--- config.mk ---
export PLATFORM = sky130hd
export DESIGN_NAME = key_search_scheduler
export DESIGN_NICKNAME = d
export VERILOG_FILES = /design/src/rtl/key_search_scheduler.sv
export SDC_FILE = /design/constraint.sdc
export NUM_CORES = 1
export LEC_CHECK = 0
export CAP_MARGIN = 15
export CORE_ASPECT_RATIO = 1.4
export CORE_MARGIN = 1
export CORE_UTILIZATION = 36
export DETAILED_ROUTE_END_ITERATION = 7
export GPL_TIMING_DRIVEN = 1
export PLACE_DENSITY = 0.79
export RECOVER_POWER = 25
export SYNTH_ARGS = -nofsm -noshare
export SYNTH_HDL_FRONTEND = slang
export SYNTH_SLANG_ARGS = --single-unit
--- constraint.sdc ---
create_clock -name clk -period 2.3 [get_ports clk]
set_input_delay 0.23 -clock clk [delete_from_list [all_inputs] [get_ports clk]]
set_output_delay 0.23 -clock clk [all_outputs]
set_load 0.1 [all_outputs]
--- src/rtl/key_search_scheduler.sv ---
// Dispatches a four-way split RC4 key search and collects the first winning core.
// Each core scans one quarter of the 2^SEARCH_BITS key space starting at its fixed base.
module key_search_scheduler #(
    parameter int KEY_W       = 24,
    parameter int SEARCH_BITS = 22
) (
    input  logic             clk,
    input  logic             reset,
    input  logic             start,
    input  logic [3:0]       core_done,
    input  logic [3:0]       core_found,
    input  logic [KEY_W-1:0] core_key_0,
    input  logic [KEY_W-1:0] core_key_1,
    input  logic [KEY_W-1:0] core_key_2,
    input  logic [KEY_W-1:0] core_key_3,
    output logic [3:0]       core_start,
    output logic [KEY_W-1:0] core_base_0,
    output logic [KEY_W-1:0] core_base_1,
    output logic [KEY_W-1:0] core_base_2,
    output logic [KEY_W-1:0] core_base_3,
    output logic [3:0]       core_abort,
    output logic [3:0]       success_state,
    output logic [KEY_W-1:0] secret_key,
    output logic             busy,
    output logic             found,
    output logic             failed,
    output logic [31:0]      search_cycles
);

    localparam int SHIFT = SEARCH_BITS - 2;

    typedef enum logic [2:0] {
        IDLE,
        LAUNCH,
        RUN,
        FOUND,
        FAIL
    } state_t;

    state_t           state_q, state_d;
    logic [3:0]       done_mask_q, done_mask_d;
    logic [3:0]       success_q, success_d;
    logic [KEY_W-1:0] key_q, key_d;
    logic [31:0]      cycles_q, cycles_d;
    logic [3:0]       core_start_q, core_start_d;
    logic [3:0]       core_abort_q, core_abort_d;
    logic             busy_q, busy_d;
    logic             found_q, found_d;
    logic             failed_q, failed_d;

    logic [3:0]       hits;

    assign core_base_0 = '0;
    assign core_base_1 = KEY_W'(1) << SHIFT;
    assign core_base_2 = KEY_W'(2) << SHIFT;
    assign core_base_3 = KEY_W'(3) << SHIFT;

    // Only cores reporting for the first time in this search may claim the win.
    assign hits = core_done & core_found & ~done_mask_q;

    always_comb begin
        state_d     = state_q;
        done_mask_d = done_mask_q;
        success_d   = success_q;
        key_d       = key_q;
        cycles_d    = cycles_q;

        case (state_q)
            IDLE, FOUND, FAIL: begin
                if (start) begin
                    state_d     = LAUNCH;
                    done_mask_d = '0;
                    success_d   = '0;
                    key_d       = '0;
                    cycles_d    = '0;
                end
            end
            LAUNCH: begin
                state_d = RUN;
            end
            RUN: begin
                if (cycles_q != 32'hFFFF_FFFF) begin
                    cycles_d = cycles_q + 32'd1;
                end
                done_mask_d = done_mask_q | core_done;
                // Lowest index wins; a find always beats exhaustion in the same cycle.
                if (hits[0]) begin
                    success_d = 4'b0001;
                    key_d     = core_key_0;
                    state_d   = FOUND;
                end else if (hits[1]) begin
                    success_d = 4'b0010;
                    key_d     = core_key_1;
                    state_d   = FOUND;
                end else if (hits[2]) begin
                    success_d = 4'b0100;
                    key_d     = core_key_2;
                    state_d   = FOUND;
                end else if (hits[3]) begin
                    success_d = 4'b1000;
                    key_d     = core_key_3;
                    state_d   = FOUND;
                end else if (done_mask_d == 4'b1111) begin
                    state_d = FAIL;
                end
            end
            default: begin
                state_d = IDLE;
            end
        endcase

        core_start_d = (state_d == LAUNCH) ? 4'b1111 : 4'b0000;
        core_abort_d = (state_d == FOUND) ? ~success_d : 4'b0000;
        busy_d       = (state_d == LAUNCH) || (state_d == RUN);
        found_d      = (state_d == FOUND);
        failed_d     = (state_d == FAIL);
    end

    always_ff @(posedge clk or posedge reset) begin
        if (reset) begin
            state_q      <= IDLE;
            done_mask_q  <= '0;
            success_q    <= '0;
            key_q        <= '0;
            cycles_q     <= '0;
            core_start_q <= '0;
            core_abort_q <= '0;
            busy_q       <= 1'b0;
            found_q      <= 1'b0;
            failed_q     <= 1'b0;
        end else begin
            state_q      <= state_d;
            done_mask_q  <= done_mask_d;
            success_q    <= success_d;
            key_q        <= key_d;
            cycles_q     <= cycles_d;
            core_start_q <= core_start_d;
            core_abort_q <= core_abort_d;
            busy_q       <= busy_d;
            found_q      <= found_d;
            failed_q     <= failed_d;
        end
    end

    assign core_start    = core_start_q;
    assign core_abort    = core_abort_q;
    assign success_state = success_q;
    assign secret_key    = key_q;
    assign busy          = busy_q;
    assign found         = found_q;
    assign failed        = failed_q;
    assign search_cycles = cycles_q;

endmodule

==> results of run 1 <==
per-layer routing:
| metal | GRT usage | vias to the layer above | share of wire |
|---|---|---|---|
| li1 | - | 2216 | - |
| met1 | 0.243 | 2205 | 0.37 |
| met2 | 0.377 | 265 | 0.52 |
| met3 | 0.0471 | 41 | 0.078 |
| met4 | 0.0885 | 0 | 0.037 |
| met5 | 0 | - | 0 |
power breakdown:
group          total, mW  internal (mW)  switching, mW  leakage [nW]
clock network       1.48          0.859          0.616         0.149
logic               5.81           1.36           4.45          2.22
registers           1.91           1.68          0.235         0.956
total               9.20           3.90           5.30          3.33
state kept, by name, summed over array words and instances, names as in the netlist, 3 cells and up:
name,cells
success_state,4
state_q,3
core_abort,4
search_cycles,32
done_mask_q,4
secret_key,24
layout by cell type (no fill, tap or decap), types with 13 or more instances in the layout:
cell type        count
conb_1              96
buf_4              102
nand2_1             30
o21ai_0             44
dfrtp_2             32
a21o_1              26
clkdlybuf4s50_1    105
dfrtp_1             43
a21oi_1             49
nand3_1             13
mux2i_1             24
nor2_1              20
a22o_1              24
metrics by stage:
| step | utilization | area [um^2] |
|---|---|---|
| final | 0.522 | 6990 |
| after floorplan | - | 5390 |
| after CTS | 0.520 | 6960 |
| after global routing | 0.522 | 6990 |
| after detailed placement | 0.497 | 6660 |
| after global placement | 0.497 | 6660 |
kinds of logic after synthesis:
logic type | Yosys count | share of synthesized area
AO/OA/AOI/OAI | 179 | 0.235
AND/OR/NAND/NOR | 136 | 0.151
multiplexers | 24 | 0.0484
buffers and inverters | 136 | 0.180
XOR/XNOR | 2 | 0.00353
flip-flops | 75 | 0.378
other | 2 | 0.00151
adder cells (fa/ha/maj) | 1 | 0.00252
worst max path at each step:
stage / start / end / slack, ns / depth (start not counted)
after global placement: state_q[2] / search_cycles[23] / 0.09 / 6
after global routing: state_q[2] / search_cycles[1] / -0.007 / 6
after detailed placement: state_q[2] / search_cycles[0] / 0.04 / 6
final: state_q[2] / search_cycles[0] / 0.05 / 6
after CTS: state_q[2] / search_cycles[0] / 0.04 / 6
after floorplan: search_cycles[5] / search_cycles[23] / -0.15 / 6
synthesized netlist by cell type, drive strengths merged, types with 7 or more instances:
| cell | count |
|---|---|
| dfrtp | 75 |
| inv | 7 |
| clkbuf | 24 |
| nand3 | 15 |
| a31oi | 7 |
| o21ai | 45 |
| or4 | 8 |
| or3 | 12 |
| nand2 | 31 |
| nor2 | 21 |
| a21oi | 49 |
| a22o | 24 |
| mux2i | 24 |
| a21o | 26 |
| nand4 | 11 |
| o31ai | 9 |
| buf | 104 |
area by class of cell:
type / instances / area share
sequential: 75 / 0.274
inverter: 8 / 0.00447
clock inverter: 7 / 0.0120
timing repair buffer: 213 / 0.272
clock buffer: 9 / 0.0322
multi-input combinational: 438 / 0.372
tap: 182 / 0.0326
what timing repair did:
| item | 4_1_cts | 5_1_grt |
|---|---|---|
| endpoints found under the hold margin | 0 | 0 |
| endpoints found under the setup margin | 0 | 9 |
| gates resized for setup | 0 | 4 |
| hold buffers | 0 | 0 |
==> summary.txt, run 1 <==
Post-CTS Setup Bufs: 0
Initial core utilization: 0.371
Clock Skews: 0.00579 ns
Post-Route WL: 14700 um
Std-Cell Core Area: 13400 um^2
Critical path's largest stage delay: 0.61 ns
Final worst slack: 0.0531 ns
Setup slack, reg-to-reg: 0.05 ns
Avg Cell Area, Syn: 8.94 um^2
ANT cells: 0
# fillers: 1245
Synth Flop Type: dfrtp_1
Hold path depth: 1
Synth area leaders: dfrtp_1, buf_4, a21oi_1, mux2i_1, o21ai_0
GRT Resource Usage Total: 0.213
Slew Limit Fails: 0
Vias per inst: 5.07
Leading area contributor after synthesis: dfrtp_1
Initial DRC count: 153
Yosys reg bits: 75
Worst hold slack: 0.506 ns
WL per Instance: 15.8 um
Hpwl dp: 11100 um
Max-cap violation count: 0
Yosys cell types: 52
Setup Crit Path Kind: reg -> reg
CTS Root Buffer Type: clkbuf_16
R2R depth: 6
Synth warn: 0
Final Hold Fails: 0
Die width: 101 um
Share of cells above drive strength 1: 0.235
IO buf count: 177
Vias in the first global route: 4373
Minimum clock period: 2.25 ns
Yosys top cell area share: 0.378
Ports: 274
Reg-to-Reg Start: state_q[2]
WP buf/inv: 1
CP Data Required Time: 2.53 ns
CP delay by family, top: simple AND/OR/NAND/NOR gates
Crit path capture type: flop
GRT overflow: 0
Clk sink count: 75
Die H: 141 um
DIE AREA: 14300 um^2
Clk slew on worst S/H paths: 0.06 ns
Rel. slew slack: 0.0172
Post-route DRC: 0
First-pass iteration count of the detailed router: 4
Startpoint types: flop
Post-synthesis cell area: 4960 um^2
Status: finished clean
Final ANT Viol Nets: 0
Initial antenna violation count: 0
Worst slew pin tran: 1.47 ns
Setup violations, final: 0
CTS tree: yes
Gpl congestion: 0.892
FF+latch area: 1920 um^2
FMAX: 445 MHz
Worst skew pair latency: 0.34 ns
DP Cell Count: 915
Reg2reg end: search_cycles[0]
Pre-CTS WS: 0.0442 ns
# rows: 50
Leak: 3.33 nW
H-Tree Depth: 3
Worst path arrival time: 2.48 ns
Sequential share of the synthesized area: 0.378
Vias: 4727
Nets@finish: 853
Number of flops mapped to enable cells by yosys: 0
Clk buf depth: 2
Asr flop ratio synth: 1.00
Total negative slack: 0 ns
Slowest cell on crit path: or4_4
Hold Startpoint: secret_key[5]
Critical Path, Cell by Cell: or3b_1 > or4_4 > o41ai_4 > buf_6 > nor3_1 > a21o_1
Synth Instances: 555
P&R area growth vs syn: 40.9%
Worst hold path class: reg -> reg
Multi-input gate area: 2600 um^2
Layout Cells excl Fill: 932
Worst vdd ir: 0.703 mV
Total CTS buffers: 9
Hold Path Sink: secret_key[5]
Critical path peak fanout: 7
Tot Pwr: 9.20 mW
Tcrit/Tclk final: 0.977
Largest net degree at the start of global routing: 45
First-pass GRT wire length: 23100 um
Power Dens Cells: 1320 nW/um^2
Power figures use the tool's default switching activity.
==> run 2: changes to the inputs <==
- GPL_ROUTABILITY_DRIVEN: default -> 1
==> results of run 2 <==
No change in the layout: final DEF, timing and power equal those of run 1.
==> run 3: changes to the inputs <==
- CAP_MARGIN: 15 -> 20
==> results of run 3 <==
No change in the layout: final DEF, timing and power equal those of run 1.
